File: config.mk
export PLATFORM = sky130hd
export DESIGN_NAME = instr_encoder
export DESIGN_NICKNAME = d
export VERILOG_FILES = /design/src/rtl/instr_encoder.sv
export SDC_FILE = /design/constraint.sdc
export NUM_CORES = 1
export LEC_CHECK = 0
export ABC_AREA = 1
export BUFFER_PORTS_ARGS = -buffer_cell sky130_fd_sc_hd__buf_2
export CAP_MARGIN = 10
export CORE_ASPECT_RATIO = 0.7
export CORE_UTILIZATION = 25
export DETAILED_ROUTE_END_ITERATION = 7
export PLACE_DENSITY = 0.54
export RECOVER_POWER = 25
export SETUP_SLACK_MARGIN = 0.2
export SYNTH_ARGS = -nofsm -noshare
export SYNTH_HDL_FRONTEND = slang
export SYNTH_SLANG_ARGS = --single-unit
File: constraint.sdc
create_clock -name clk -period 1.9 [get_ports clk]
set_clock_uncertainty 0.15 [all_clocks]
set_input_delay 0.57 -clock clk [delete_from_list [all_inputs] [get_ports clk]]
set_output_delay 0.57 -clock clk [all_outputs]
set_load 0.02 [all_outputs]
File: src/rtl/instr_encoder.sv
// instr_encoder: turns structured instruction requests into 32-bit MIPS words
// and streams them into instruction memory, starting at word address 0.
// Only the subset understood by the control decoder is accepted; anything else
// aborts the load with an error code.
//
// Handshakes:
//   request side : a request transfers on a rising edge where in_valid && in_ready.
//   memory side  : a write transfers on a rising edge where mem_we && mem_ready;
//                  mem_addr/mem_wdata are held stable while mem_we is high.
module instr_encoder #(
  parameter int AW = 8,
  parameter int W  = 6
) (
  input  logic          clk,
  input  logic          reset,
  input  logic          start,
  input  logic          in_valid,
  output logic          in_ready,
  input  logic [W-1:0]  in_opcode,
  input  logic [W-1:0]  in_funct,
  input  logic [4:0]    in_rs,
  input  logic [4:0]    in_rt,
  input  logic [4:0]    in_rd,
  input  logic [4:0]    in_shamt,
  input  logic [15:0]   in_imm,
  input  logic          in_last,
  output logic          mem_we,
  output logic [AW-1:0] mem_addr,
  output logic [31:0]   mem_wdata,
  input  logic          mem_ready,
  output logic          busy,
  output logic          done,
  output logic          err,
  output logic [1:0]    err_code,
  output logic [AW:0]   count,
  output logic [2:0]    dbg_state
);

  typedef enum logic [2:0] {
    S_IDLE  = 3'd0,
    S_RUN   = 3'd1,
    S_DRAIN = 3'd2,
    S_DONE  = 3'd3,
    S_ERR   = 3'd4
  } state_t;

  localparam logic [1:0] ERR_NONE   = 2'd0;
  localparam logic [1:0] ERR_OPCODE = 2'd1;
  localparam logic [1:0] ERR_FUNCT  = 2'd2;
  localparam logic [1:0] ERR_OVF    = 2'd3;

  state_t        state_q, state_d;
  logic          mem_we_q, mem_we_d;
  logic [AW-1:0] mem_addr_q, mem_addr_d;
  logic [31:0]   mem_wdata_q, mem_wdata_d;
  logic [AW:0]   count_q, count_d;
  logic [1:0]    err_code_q, err_code_d;

  logic          bad_opcode;
  logic          bad_funct;
  logic          full;
  logic          accept;
  logic          wr_hs;
  logic [31:0]   enc_word;
  logic [AW+1:0] occupied;

  // Encode the request and classify it against the supported subset.
  always_comb begin
    enc_word   = {in_opcode, in_rs, in_rt, in_imm};
    bad_opcode = 1'b1;
    bad_funct  = 1'b0;
    if (in_opcode == W'(0)) begin
      enc_word   = {in_opcode, in_rs, in_rt, in_rd, in_shamt, in_funct};
      bad_opcode = 1'b0;
      case (in_funct)
        W'(6'h20), W'(6'h21), W'(6'h22), W'(6'h23),
        W'(6'h24), W'(6'h25), W'(6'h27), W'(6'h2A),
        W'(6'h29): bad_funct = 1'b0;
        default:   bad_funct = 1'b1;
      endcase
    end else begin
      case (in_opcode)
        W'(6'h08), W'(6'h0C), W'(6'h0D), W'(6'h0E),
        W'(6'h0A), W'(6'h09), W'(6'h23), W'(6'h2B): bad_opcode = 1'b0;
        default:                                    bad_opcode = 1'b1;
      endcase
    end
    // Words already written plus the one waiting in the output register.
    occupied = {1'b0, count_q} + (AW+2)'(mem_we_q);
    full     = (occupied == ((AW+2)'(1) << AW));
  end

  // Next-state, write-port and status computation.
  always_comb begin
    state_d     = state_q;
    mem_we_d    = mem_we_q;
    mem_addr_d  = mem_addr_q;
    mem_wdata_d = mem_wdata_q;
    count_d     = count_q;
    err_code_d  = err_code_q;
    in_ready    = (state_q == S_RUN) && (!mem_we_q || mem_ready);
    accept      = in_valid && in_ready;
    wr_hs       = mem_we_q && mem_ready;

    // A pending write retires in any state, including ERR.
    if (wr_hs) begin
      mem_we_d   = 1'b0;
      mem_addr_d = mem_addr_q + 1'b1;
      count_d    = count_q + 1'b1;
    end

    case (state_q)
      S_IDLE, S_DONE, S_ERR: begin
        if (start) begin
          state_d    = S_RUN;
          mem_we_d   = 1'b0;
          mem_addr_d = '0;
          count_d    = '0;
          err_code_d = ERR_NONE;
        end
      end
      S_RUN: begin
        if (accept) begin
          if (bad_opcode) begin
            state_d    = S_ERR;
            err_code_d = ERR_OPCODE;
          end else if (bad_funct) begin
            state_d    = S_ERR;
            err_code_d = ERR_FUNCT;
          end else if (full) begin
            state_d    = S_ERR;
            err_code_d = ERR_OVF;
          end else begin
            mem_we_d    = 1'b1;
            mem_wdata_d = enc_word;
            if (in_last) state_d = S_DRAIN;
          end
        end
      end
      S_DRAIN: begin
        if (wr_hs) state_d = S_DONE;
      end
      default: state_d = S_IDLE;
    endcase
  end

  // State and output registers with synchronous reset.
  always_ff @(posedge clk) begin
    if (reset) begin
      state_q     <= S_IDLE;
      mem_we_q    <= 1'b0;
      mem_addr_q  <= '0;
      mem_wdata_q <= '0;
      count_q     <= '0;
      err_code_q  <= ERR_NONE;
    end else begin
      state_q     <= state_d;
      mem_we_q    <= mem_we_d;
      mem_addr_q  <= mem_addr_d;
      mem_wdata_q <= mem_wdata_d;
      count_q     <= count_d;
      err_code_q  <= err_code_d;
    end
  end

  assign mem_we    = mem_we_q;
  assign mem_addr  = mem_addr_q;
  assign mem_wdata = mem_wdata_q;
  assign count     = count_q;
  assign err_code  = err_code_q;
  assign busy      = (state_q == S_RUN) || (state_q == S_DRAIN);
  assign done      = (state_q == S_DONE);
  assign err       = (state_q == S_ERR);
  assign dbg_state = state_q;

endmodule
==> Yosys cells after proc, flatten, opt, wreduce, memory -nomap -nowiden <==
Index checks and enable logic that the tools add are counted.
{ "word_totals": {"ff_bits": 55, "inputBits": 54, "out_inout_bits": 59, "elab_cells": 86} }
{ "op_classes": {"addsub": 3, "eq_ne": 27, "muxes": 32, "bitwise_logic": 3, "reduce_logical": 15} }
{ "ops": {"columns": ["cell", "n"], "rows": [
  ["6-bit equality test (second input constant)", 11],
  ["6-bit by 4-bit equality test with 1-bit output (second input constant)", 6],
  ["9-bit 2-to-1 mux", 3],
  ["8-bit 2-to-1 mux", 3],
  ["3-bit 2-to-1 mux", 7],
  ["16-bit 2-to-1 mux", 1],
  ["9-bit by 1-bit adder with 10-bit output", 1],
  ["10-bit by 9-bit equality test with 1-bit output (second input constant)", 1],
  ["1-bit 2-to-1 mux", 10],
  ["2-bit 2-to-1 mux", 5],
  ["9-bit by 1-bit adder with 9-bit output (second input constant)", 1],
  ["3-bit one-hot mux with 3 select lines", 1],
  ["9-bit OR reduction", 1],
  ["8-bit by 1-bit adder with 8-bit output (second input constant)", 1],
  ["4-bit AND reduction", 2],
  ["8-bit OR reduction", 1],
  ["3-bit by 2-bit equality test with 1-bit output (second input constant)", 2],
  ["6-bit logical NOT", 1],
  ["2-bit != test (second input constant)", 3],
  ["5-bit != test (second input constant)", 1],
  ["5-bit AND reduction", 1],
  ["4-bit != test (second input constant)", 1],
  ["2-bit one-hot mux with 2 select lines", 1],
  ["3-bit by 1-bit equality test with 1-bit output (second input constant)", 1],
  ["other kinds (9)", 14]
]} }

==> Longest topological paths before layout <==
{ "depth": {"ltp_word": 8, "mapped_depth": 14, "depth_no_buf": 13} }

==> Worst setup path before layout <==
OpenSTA, ideal clock, no wires.
{ "synth_path": {"kind": "register to register", "startpoint": "register count_q[0] (netlist: count[0])", "endpoint": "register mem_wdata_q[2] (netlist: mem_wdata[2])", "setup_ns": 0.132, "t_arrival_ns": 1.836, "slack_ns": -0.218, "path_stages_with_launch": 13, "synth_period_minus_slack_ns": 2.118, "cell_sequence": "dfxtp_1 > ha_1 > ha_1 > nand3_1 > nor2_1 > o21ai_0 > nor2_1 > nand3_2 > nand3_4 > inv_4 > buf_6 > nand2_1 > a21oi_1"} }
{ "synth_via": {"elab_chain_cells": 4} }
{ "synth_rtl": {"columns": ["element", "line_no", "source"], "rows": [
  ["start, declared", "56", "logic [AW:0] count_q, count_d;"],
  ["start signal, assigned", "161", "count_q <= count_d;"],
  ["9-bit by 1-bit adder with 10-bit output", "89", "occupied = {1'b0, count_q} + (AW+2)'(mem_we_q);"],
  ["10-bit by 9-bit equality test with 1-bit output", "90", "full = (occupied == ((AW+2)'(1) << AW));"],
  ["1-bit inverter (no source line)", null, null],
  ["5-bit AND reduction (no source line)", null, null],
  ["end signal, assigned", "160", "mem_wdata_q <= mem_wdata_d;"],
  ["end, declared", "55", "logic [31:0] mem_wdata_q, mem_wdata_d;"]
]} }
No other way between the ends.
A chain may end at the register's enable or synchronous reset.

==> Final worst setup path <==
{ "layout_path": {"startpoint": "register count_q[0] (netlist: count[0])", "endpoint": "register mem_wdata_q[17] (netlist: mem_wdata[17])"} }
The elaborated chain is that of the path after synthesis.

==> results.md <==
- Vias in the first global route: 2829
- Ant. Diodes: 0
- Syn Inst Count: 424
- Critical Path AT: 2.08 ns
- Setup TNS: -5.31 ns
- Routed WL: 8.71 mm
- Post-DP HPWL: 6.64 mm
- Final Max Slew Viols: 0
- Mapped Area: 2780 um2
- GRT Total Usage: 14.8%
- Antenna Nets Post-Route: 0
- Clk sinks: 55
- CP Max Fanout: 13
- CTS tree: built
- First DRT Iteration DRCs: 116
- Core area: 10600 um2
- Slew @ Worst Pin: 0.323 ns
- Area of the die: 11500 um2
- Fin crit period: 2.06 ns
- Max VDD drop: 346 uV
- Place WS: -0.246 ns
- Top-area cell type share of the netlist area: 39.7%
- P&R area growth vs syn: 57.8%
- Tightest Hold Check Type: reg2reg
- Final setup margin: -0.165 ns
- Max Clk Rate: 484 MHz
- Layout Utilization: 41.5%
- Number of detailed-route iterations in the first pass: 4
- Internal power: 2.14 mW
- # hold bufs at CTS: 0
- Final setup violation count: 38
- Ys Warns: 0
- Switching portion of total power: 28.9%
- Total CTS buffers: 5
- RSZ-0062 raised after global routing: true
- Routed vias: 3151
- Pwr/cell area: 687 nW/um2
- Initial antenna violation count: 1
- Starting Density: 26.3%
- Final hold slack: 0.308 ns
- Status: finished, violations left
- Leak: 1.97 nW
- Largest net degree at the start of global routing: 30
- Crit start category: flop
- Routability cong.: 0.820
- Period Utilization, post-route: 109%
- Pwr Total: 3.01 mW
- Clock power frac: 36.2%
- Syn nets: 482
- Register share of total power: 40.4%
- Hold Fails Final Rpt: 0
- Logic pwr share: 23.4%
- Remaining DRCs: 0
- Clock slew at reported path FFs: 0.07 ns
- Root Driver: clkbuf_16
- Maxcap violations: 0
- Placed Cells incl. Taps: 709
- First-pass GRT wire length: 13.6 mm
- PortBufs: 112
- Crit path required time: 1.92 ns
- Share of cells above drive strength 1: 39.3%
- Fillers: 1106
- # IOs: 113
- Crit Path Class: reg2reg
- Routed WL per cell: 12.0 um
- Setup crit end kind: flop
- Final Cell Area: 4380 um2
- Cell taking the most area after synthesis: dfxtp_1
- Failing checks: setup timing
- Nets@finish: 637
- Synth Register Bits: 55
- DIE WIDTH: 128 um
- Relative slew margins: 78.4%
- H-tree depth: 2
- Ranking of synthesized cells by area: dfxtp_1, nand2_1, a21oi_1
- Die height: 90.2 um
- Post-synthesis sequential area ratio: 39.7%
- Netlist cell types: 26
- Syn Area/Cell: 6.55 um2
- Buffer depth of the longest clock path: 2
- Worst skew pair latency: 0.30 ns
- Sw power: 0.870 mW
- Total grt overflow: 0
- Final Instance Count excl. Fillers: 728
- Placed Area: 3820 um2
- Avg Vias per Cell: 4.33
- Site row count: 31
[synth_stat cells (all sizes together)]
library cell / instances
a31oi: 1
o21ai: 19
nand4: 6
nand2: 152
ha: 4
clkbuf: 8
inv: 44
o21bai: 1
nor2: 42
a21oi: 45
nor3: 8
o31ai: 1
nor3b: 5
xor2: 1
nand3: 25
buf: 6
o22ai: 1
dfxtp: 55
[power by group through the flow]
stage	clock, mW	combinational (mW)	sequential [mW]
6_report	1.09	0.704	1.22
5_1_grt	1.18	0.769	1.22
4_1_cts	1.12	0.620	1.21
3_5_place_dp	0	0.538	1.23
3_3_place_gp	0	0.532	1.23
2_1_floorplan	0	0.269	1.27
[kinds of logic after synthesis]
family                     synth area share (%)
AOI/OAI and AO/OA                          12.7
xor gates and xnor gates                  0.316
adders and majority gates                  1.80
buffers and inverters                      9.15
DFF                                        39.7
and+or+nand+nor                            36.4
[path summary, 6_finish.rpt]
kind	cells past startpoint	to	slack [ns]	start
worst max register to register	13	mem_wdata[17]	-0.16	count[0]
worst min register to register	2	mem_wdata[30]	0.31	mem_wdata[30]
worst min-delay path	2	mem_wdata[30]	0.31	mem_wdata[30]
worst max-delay path	13	mem_wdata[17]	-0.16	count[0]
[cells in the final DEF (no fill, tap or decap), types with 2 or more instances in the layout]
cell type | synthesis | final
nand3_1 | 21 | 18
nor2_4 | 0 | 8
nor2_2 | 4 | 8
nor2_1 | 38 | 26
nor3_4 | 0 | 2
nand3_2 | 3 | 4
dfxtp_2 | 0 | 5
inv_2 | 2 | 4
clkbuf_1 | 8 | 18
nor3_2 | 0 | 5
inv_1 | 41 | 35
nand3_4 | 1 | 3
nand2_1 | 152 | 135
buf_4 | 3 | 42
clkbuf_16 | 0 | 5
a21oi_2 | 1 | 4
buf_6 | 3 | 11
inv_6 | 0 | 2
a21oi_1 | 44 | 40
ha_1 | 4 | 2
nand2_2 | 0 | 14
dfxtp_1 | 55 | 46
nor3b_1 | 4 | 3
buf_12 | 0 | 4
nand4_1 | 6 | 6
dfxtp_4 | 0 | 4
o21ai_1 | 0 | 2
ha_4 | 0 | 2
nand2_4 | 0 | 3
buf_2 | 0 | 87
o21ai_0 | 19 | 16
nor3b_2 | 1 | 2
[routing by layer]
layer | global-route usage [%] | wire length [um]
met4 | 3.82 | 73
met2 | 21.6 | 3790
met3 | 4.05 | 512
met5 | 0 | 9
met1 | 21.1 | 4330
[worst max-delay path, cell delays in order (launching register included)]
cell,delay [ns]
dfxtp_4,0.36
ha_4,0.16
ha_4,0.21
nor2_4,0.08
nand2_2,0.05
nor2_2,0.10
nand2_1,0.06
nor2_2,0.15
nand3_4,0.12
nand3_4,0.15
inv_6,0.06
buf_12,0.15
nand2_1,0.06
a21oi_1,0.06
[sequential cells by signal, summed over array words and instances (netlist names)]
register / count
mem_wdata: 32
dbg_state: 3
mem_we: 1
mem_addr: 8
err_code: 2
count: 9
[layout make-up]
class                           count  area, um2  area share [%]
Multi-Input combinational cell    311       1690            38.5
Sequential cell                    55       1120            25.6
Timing Repair Buffer              162       1020            23.3
Inverter                           44        189            4.31
Tap cell                          148        185            4.23
Clock buffer                        6        139            3.17
Clock inverter                      2       35.0           0.800
[repair_timing]
action                     CTS  global route
resized for setup           43            54
setup buffers                2             9
cloned                       0             0
setup endpoints to repair   48            55
pin swaps                    6            21
Note: power is estimated with default switching activity, not from simulation.
